[src/rtl/uart_clk_gen_pkg.sv]
// Shared definitions for the UART baud clock generator: select encodings,
// half-period arithmetic and the per-channel state encoding.
package uart_clk_gen_pkg;

  localparam logic [2:0] SEL_9600   = 3'b000;
  localparam logic [2:0] SEL_19200  = 3'b001;
  localparam logic [2:0] SEL_38400  = 3'b010;
  localparam logic [2:0] SEL_57600  = 3'b011;
  localparam logic [2:0] SEL_115200 = 3'b100;
  localparam logic [2:0] SEL_230400 = 3'b101;
  localparam logic [2:0] SEL_460800 = 3'b110;
  localparam logic [2:0] SEL_921600 = 3'b111;

  localparam int HALF_W  = 16;
  localparam int NUM_SEL = 8;

  typedef enum logic {
    CH_IDLE = 1'b0,
    CH_RUN  = 1'b1
  } ch_state_e;

  function automatic longint baud_of(input logic [2:0] sel);
    case (sel)
      SEL_9600:   return 64'd9600;
      SEL_19200:  return 64'd19200;
      SEL_38400:  return 64'd38400;
      SEL_57600:  return 64'd57600;
      SEL_115200: return 64'd115200;
      SEL_230400: return 64'd230400;
      SEL_460800: return 64'd460800;
      default:    return 64'd921600;
    endcase
  endfunction

  // Rounded half bit period in system clocks.
  function automatic longint half_period(input longint clk_freq, input longint baud);
    return (clk_freq + baud) / (2 * baud);
  endfunction

  function automatic longint half_for_sel(input longint clk_freq, input logic [2:0] sel);
    return half_period(clk_freq, baud_of(sel));
  endfunction

  function automatic longint min_half(input longint clk_freq);
    longint m;
    m = half_for_sel(clk_freq, 3'd0);
    for (int i = 1; i < NUM_SEL; i++) begin
      if (half_for_sel(clk_freq, 3'(i)) < m) m = half_for_sel(clk_freq, 3'(i));
    end
    return m;
  endfunction

  function automatic longint max_half(input longint clk_freq);
    longint m;
    m = half_for_sel(clk_freq, 3'd0);
    for (int i = 1; i < NUM_SEL; i++) begin
      if (half_for_sel(clk_freq, 3'(i)) > m) m = half_for_sel(clk_freq, 3'(i));
    end
    return m;
  endfunction

  // All eight half periods packed into one constant, entry i at [i*HALF_W +: HALF_W].
  function automatic logic [NUM_SEL*HALF_W-1:0] half_table(input longint clk_freq);
    logic [NUM_SEL*HALF_W-1:0] t;
    t = '0;
    for (int i = 0; i < NUM_SEL; i++) begin
      t[i*HALF_W +: HALF_W] = HALF_W'(half_for_sel(clk_freq, 3'(i)));
    end
    return t;
  endfunction

endpackage

[src/rtl/uart_clk_gen_channel.sv]
// One baud clock channel: select latch, half-period divider and IDLE/RUN FSM.
// clk_uart idles high and falls on the same edge that accepts the run request.
module uart_clk_channel
  import uart_clk_gen_pkg::*;
#(
  parameter logic [2:0] DEFAULT_SEL = SEL_115200
) (
  input  logic              clk,
  input  logic              rst,
  input  logic              enable,
  input  logic [2:0]        baud_sel,
  input  logic [HALF_W-1:0] half_new,
  input  logic [HALF_W-1:0] half_cur,
  output logic [2:0]        sel_q,
  output logic              clk_uart,
  output logic              active
);

  ch_state_e         state_q, state_d;
  logic [HALF_W-1:0] cnt_q, cnt_d;
  logic              clk_q, clk_d;
  logic [2:0]        sel_d;

  always_ff @(posedge clk or posedge rst) begin
    if (rst) begin
      state_q <= CH_IDLE;
      cnt_q   <= '0;
      clk_q   <= 1'b1;
      sel_q   <= DEFAULT_SEL;
    end else begin
      state_q <= state_d;
      cnt_q   <= cnt_d;
      clk_q   <= clk_d;
      sel_q   <= sel_d;
    end
  end

  // half_new is H of the live select (used at start); half_cur is H of the latched one.
  always_comb begin
    state_d = state_q;
    cnt_d   = cnt_q;
    clk_d   = clk_q;
    sel_d   = sel_q;
    case (state_q)
      CH_IDLE: begin
        sel_d = baud_sel;
        cnt_d = '0;
        clk_d = 1'b1;
        if (enable) begin
          state_d = CH_RUN;
          cnt_d   = half_new - HALF_W'(1);
          clk_d   = 1'b0;
        end
      end
      CH_RUN: begin
        if (!enable) begin
          state_d = CH_IDLE;
          cnt_d   = '0;
          clk_d   = 1'b1;
        end else if (cnt_q == '0) begin
          clk_d = ~clk_q;
          cnt_d = half_cur - HALF_W'(1);
        end else begin
          cnt_d = cnt_q - HALF_W'(1);
        end
      end
      default: begin
        state_d = CH_IDLE;
        cnt_d   = '0;
        clk_d   = 1'b1;
      end
    endcase
  end

  assign clk_uart = clk_q;
  assign active   = (state_q == CH_RUN);

endmodule

[src/rtl/uart_clk_gen.sv]
// Dual-channel UART baud clock generator: a shared select-to-half-period lookup
// feeding independent TX and RX channels.
module uart_clk_gen
  import uart_clk_gen_pkg::*;
#(
  parameter int         CLK_FREQ    = 100_000_000,
  parameter logic [2:0] DEFAULT_SEL = SEL_115200
) (
  input  logic       clk,
  input  logic       rst,
  input  logic [2:0] baud_sel,
  input  logic       uart_enable_tx,
  input  logic       uart_enable_rx,
  output logic       clk_uart_tx,
  output logic       clk_uart_rx,
  output logic       active_tx,
  output logic       active_rx
);

  localparam longint H_MIN = min_half(longint'(CLK_FREQ));
  localparam longint H_MAX = max_half(longint'(CLK_FREQ));
  localparam logic [NUM_SEL*HALF_W-1:0] H_TABLE = half_table(longint'(CLK_FREQ));

  if (H_MIN < 2) begin : g_half_too_small
    $error("uart_clk_gen: CLK_FREQ too low, a half period is below 2 clocks");
  end
  if (H_MAX > ((longint'(1) << HALF_W) - 1)) begin : g_half_too_large
    $error("uart_clk_gen: CLK_FREQ too high, a half period overflows the counter");
  end

  function automatic logic [HALF_W-1:0] h_lookup(input logic [2:0] sel);
    return H_TABLE[int'(sel)*HALF_W +: HALF_W];
  endfunction

  logic [2:0]        sel_tx, sel_rx;
  logic [HALF_W-1:0] half_live, half_tx, half_rx;

  assign half_live = h_lookup(baud_sel);
  assign half_tx   = h_lookup(sel_tx);
  assign half_rx   = h_lookup(sel_rx);

  uart_clk_channel #(
    .DEFAULT_SEL (DEFAULT_SEL)
  ) u_tx (
    .clk      (clk),
    .rst      (rst),
    .enable   (uart_enable_tx),
    .baud_sel (baud_sel),
    .half_new (half_live),
    .half_cur (half_tx),
    .sel_q    (sel_tx),
    .clk_uart (clk_uart_tx),
    .active   (active_tx)
  );

  uart_clk_channel #(
    .DEFAULT_SEL (DEFAULT_SEL)
  ) u_rx (
    .clk      (clk),
    .rst      (rst),
    .enable   (uart_enable_rx),
    .baud_sel (baud_sel),
    .half_new (half_live),
    .half_cur (half_rx),
    .sel_q    (sel_rx),
    .clk_uart (clk_uart_rx),
    .active   (active_rx)
  );

endmodule

[config.mk]
export PLATFORM = sky130hd
export DESIGN_NAME = uart_clk_gen
export DESIGN_NICKNAME = d
export VERILOG_FILES = /design/src/rtl/uart_clk_gen_pkg.sv /design/src/rtl/uart_clk_gen_channel.sv /design/src/rtl/uart_clk_gen.sv
export SDC_FILE = /design/constraint.sdc
export NUM_CORES = 1
export LEC_CHECK = 0
export ABC_CLOCK_PERIOD_IN_PS = 3500
export CAP_MARGIN = 20
export CORE_AREA = 2 2 73 75
export CTS_CLUSTER_SIZE = 25
export DETAILED_ROUTE_END_ITERATION = 10
export DIE_AREA = 0 0 75 77
export PLACE_DENSITY = 0.78
export SLEW_MARGIN = 15
export SYNTH_ARGS = -nofsm -noshare
export SYNTH_HDL_FRONTEND = slang
export SYNTH_SLANG_ARGS = --single-unit
[constraint.sdc]
create_clock -name clk -period 3.5 [get_ports clk]
set_clock_uncertainty 0.2 [all_clocks]
set_input_delay 0.35 -clock clk [delete_from_list [all_inputs] [get_ports clk]]
set_output_delay 0.35 -clock clk [all_outputs]
set_load 0.02 [all_outputs]
; ---- After elaboration in Yosys (flattened, before gate mapping)
; Cells that the tools add are included.
[classes]
n_shift = 3
n_addsub = 5
n_bitwise = 4
eq_ne = 2
muxes = 18
reduce_logical = 2
[ops]
columns = cell, count
row1 = $shiftx 128x8->16 const A, 3
row2 = $mux 16, 6
row3 = $sub 16x1->16 const B, 5
row4 = $pmux 16 s2, 2
row5 = $logic_not 16->1, 2
row6 = $mux 1, 8
row7 = $ne 3x3->1 const B, 2
row8 = $not 1->1, 4
row9 = $pmux 1 s2, 2
[totals]
out_inout_bits = 4
inputBits = 7
regBits = 42

; ---- Logic depth before layout (Yosys ltp)
[logic_depth]
ltp_word = 5
ltp_mapped = 12

; ---- Cells and area by module
; A second synthesis with hierarchy kept.
[unflattened]
hier_cells = 499
hier_area_um2 = 4116.4
[by_module_without_submodules]
columns = mod, n_inst, area_each_um2, cells_each, seq_area_each_um2
row1 = uart_clk_channel (u_rx), 1, 1821.7, 218, 528.0
row2 = uart_clk_channel (u_tx), 1, 1742.9, 204, 528.0
row3 = uart_clk_gen, 1, 551.8, 77, 0.0

; ---- Least setup slack after synthesis
; OpenSTA, ideal clock, no wires.
[synth_path]
path_kind = register to register
from = reg u_tx.sel_q[1]
to = reg u_tx.cnt_q[14]
t_required_ps = 3221
path_stages_with_launch = 13
setup_time_ps = 79
arrival_ps = 2810
path_buffers = 1
setup_slack_ps = 411
path_cell_list = dfrtp_1 > inv_1 > ha_1 > clkbuf_1 > mux2i_1 > a21oi_1 > ha_1 > nor2b_1 > nand2_1 > or4b_4 > a21o_1 > or3_1 > a21oi_1
[synth_via]
elab_chain_len = 5
[synth_lines]
columns = item, line_no
row1 = start: declaration, uart_clk_gen_channel.sv:14  ; output logic [2:0] sel_q,
row2 = start signal: assignment, uart_clk_gen_channel.sv:34  ; sel_q <= sel_d;
row3 = $shiftx 128x8->16, uart_clk_gen.sv:32  ; return H_TABLE[int'(sel)*HALF_W +: HALF_W];
row4 = $sub 16x1->16, uart_clk_gen_channel.sv:62  ; cnt_d = half_cur - HALF_W'(1);
row5 = $mux 16, uart_clk_gen_channel.sv:60  ; end else if (cnt_q == '0) begin
row6 = $mux 16, uart_clk_gen_channel.sv:56  ; if (!enable) begin
row7 = $pmux 16 s2, uart_clk_gen_channel.sv:44  ; case (state_q)
row8 = net u_tx.cnt_d[14], uart_clk_gen_channel.sv:20  ; logic [HALF_W-1:0] cnt_q, cnt_d;
row9 = end signal: assignment, uart_clk_gen_channel.sv:32  ; cnt_q <= cnt_d;
row10 = end: declaration, uart_clk_gen_channel.sv:20
; The timed path passes the listed nets, and every way through them passes these cells.
; A chain may end at the register's enable or synchronous reset.

; ---- Worst setup path in the final report
[layout_path]
from = reg u_tx.sel_q[1]
to = reg u_tx.cnt_q[12]
; Same word-level chain as after synthesis.

==> run metrics <==
Slew Limit Fails=0; CTS tree=yes; Sw Share=37.6%; number of CTS-inserted buffers=5; ant diodes=0; GRT Total Usage=29.5%; Pleak=1.38 nW; Fill cells=448; clock-pin slew on the worst setup and hold paths=0.09 ns; Total Wirelength=7.82 mm; DIE AREA=5780 um2; fin nets=404; chip height=77 um; critical path's largest stage delay=0.49 ns; Clock Sinks=42; Ys Warns=0; CP arrival=3.24 ns; Tcrit/Tclk final=92.2%; Clock Tree Buf Depth=2; DR DRC count=0; Seq cells post-synth=42; outcome=complete, no violations; Post-DP HPWL=5.77 mm; reg2reg setup slack=0.27 ns; share of layout cells above drive strength 1=8.59%; Placed Area=3240 um2; maximum capacitance violations=0; startpoint class of the critical path=flip-flop; R2R depth=11; number of flops mapped to enable cells by yosys=0; Synth Area per Inst=8.18 um2; kind of critical path=flip-flop to flip-flop; Fin. Hold Viols=0; Setup Buffers After CTS=0; drt initial violations=246; post-route cell area=3330 um2; drt via density=6.38; sw power=0.543 mW; r2r startpoint=u_tx.sel_q[1]; Routed WL per cell=17.2 um; worst-margin pin slew=0.857 ns; synthesized instance count=369; mapped cell area=3020 um2; min Tclk post-route=3.23 ns; Primary FF master, synth=dfrtp_1; Reg power frac=40.1%; Critical Path Fanout Max=8; hold_buf cts=0; core area=4980 um2; clock root buffer=clkbuf_8; Final GP Congestion=0.925; Combinational Power Share=36.7%; final setup vio count=0; Total Neg Setup Slack=0 ns; Async S/R FF share, synth=100%; Peak Freq=310 MHz; relative slew slack=42.0%; worst skew pair latency=0.31 ns; vias=2898; CTS H-tree lvls=2; row count=26; Die X=75 um; Port-buffer cells=10; initial core utilization=60.7%; global-route wire length before repair=13.2 mm; post-synthesis net count=390; largest net degree at the start of global routing=28; gr ovfl total=0; sequential fraction of the synthesis area=35.0%; cells along the critical path=inv_1, ha_2, mux2i_1, a21oi_1, ha_1, nor2b_1, nand2_1, or4b_4, a21o_1, o31a_1, o31ai_1; P&R area growth vs syn=10.4%; post-cts sizing count=0; Required @ worst endpoint=3.51 ns; initial antenna violation count=0; worst hold margin=0.313 ns; Synth cell types=52; I/O Pins=11; reg2reg end=u_tx.cnt_q[12]; critical path endpoint category=flip-flop; VDD IR-drop max=0.000299 V; TritonRoute pass-1 iters=5; CP max stage cell=or4b_4; RSZ-0062 raised after global routing=no; clock share of power=23.2%; Detail Route Antenna Nets=0; PwrDens=433 nW/um2; Int Pwr=0.902 mW; Hold/Removal Path Class=primary input to asynchronous set/reset pin; vias in the first global route=2758
==> layout by cell type (no fill, tap or decap), types with 3 or more instances in the layout <==
cell type	netlist	layout
nor2_1	29	29
mux2i_1	6	6
nand4_1	4	4
xnor2_1	12	12
o211ai_1	4	4
or3_1	4	4
and2_1	7	7
buf_4	0	12
nand3_1	9	9
nor4_1	6	6
inv_1	14	14
xor2_1	4	4
and3_1	3	3
nand2b_1	4	4
ha_1	14	13
a31oi_1	19	19
clkbuf_8	0	6
nand2_1	35	35
nor2b_1	12	12
clkdlybuf4s50_1	0	10
o21ai_0	37	37
o21a_1	3	3
dfrtp_1	38	38
dfstp_2	4	4
nor3_1	17	17
a21oi_1	25	25
o22ai_1	5	5
o31ai_1	4	4
==> critical path: cells and delay by family (launching register included) <==
| family | cells | cell delay (ns) |
|---|---|---|
| buffers and inverters | 1 | 0.13 |
| AND/OR/NAND/NOR | 3 | 0.75 |
| adder cells (fa/ha/maj) | 2 | 0.61 |
| flip-flops | 1 | 0.42 |
| AO/OA/AOI/OAI | 4 | 0.93 |
| multiplexers | 1 | 0.10 |
==> through the flow <==
| stage | cells | setup slack, ns | power, mW | util [%] |
|---|---|---|---|---|
| after floorplan | 369 | 0.411 | 0.955 | - |
| after global placement | 446 | 0.388 | 1.10 | 65.1 |
| after detailed placement | 446 | 0.261 | 1.10 | 65.1 |
| after CTS | 454 | 0.237 | 1.44 | 66.9 |
| after global routing | 454 | 0.0174 | 1.53 | 67.0 |
| final | 454 | 0.272 | 1.44 | 67.0 |
==> cells by family after synthesis <==
kind of cell | synth area share, %
flops | 35.0
buf+inv | 3.61
mux | 1.99
compound gates | 24.6
fa+ha+maj | 5.80
simple gates | 24.4
xor+xnor | 4.64
==> power by group through the flow <==
stage               logic [mW]  registers [mW]  clock network [mW]
floorplan                0.380           0.575                   0
global placement         0.511           0.586                   0
detailed placement       0.516           0.587                   0
CTS                      0.520           0.577               0.338
global route             0.588           0.586               0.359
finish                   0.530           0.579               0.336
==> layer usage <==
layer | track usage [%] | share of wire, %
met1 | 44.6 | 47
met2 | 43.5 | 45
met3 | 4.73 | 6.7
met4 | 7.32 | 1.0
met5 | 0 | 0
==> synth_stat cells, types with 7 or more instances <==
| library cell | number | area (um2) |
|---|---|---|
| a21oi_1 | 25 | 125 |
| a31oi_1 | 19 | 119 |
| and2_1 | 7 | 43.8 |
| clkbuf_1 | 15 | 56.3 |
| dfrtp_1 | 38 | 951 |
| ha_1 | 14 | 175 |
| inv_1 | 14 | 52.6 |
| nand2_1 | 35 | 131 |
| nand3_1 | 9 | 45.0 |
| nor2_1 | 29 | 109 |
| nor2b_1 | 12 | 75.1 |
| nor3_1 | 17 | 85.1 |
| o21ai_0 | 37 | 185 |
| xnor2_1 | 12 | 105 |
==> cell type report <==
cell class                 count  area [um2]  share of cell area [%]
clock buffer                   7        86.3                    2.59
clock inverter                 1        5.00                   0.150
inverter                      14        52.6                    1.58
multi-input combinational    298        1860                    55.7
sequential                    42        1060                    31.7
tap                           70        87.6                    2.63
timing repair buffer          22         190                    5.70
==> worst max path at each step <==
stage                        from             end  slack (ns)  depth (start not counted)
floorplan           u_tx.sel_q[1]  u_tx.cnt_q[14]        0.41                         12
global placement    u_tx.sel_q[1]  u_tx.cnt_q[14]        0.39                         11
detailed placement  u_tx.sel_q[1]  u_tx.cnt_q[12]        0.26                         11
CTS                 u_tx.sel_q[1]  u_tx.cnt_q[12]        0.24                         11
global route        u_tx.sel_q[1]  u_tx.cnt_q[12]        0.02                         11
finish              u_tx.sel_q[1]  u_tx.cnt_q[12]        0.27                         11
==> registers in the layout, indices dropped and copies added, names as in the netlist <==
signal	flops
u_rx.active	1
u_rx.clk_uart	1
u_rx.cnt_q	16
u_rx.sel_q	3
u_tx.active	1
u_tx.clk_uart	1
u_tx.cnt_q	16
u_tx.sel_q	3
(Power assumes the default switching activity.)
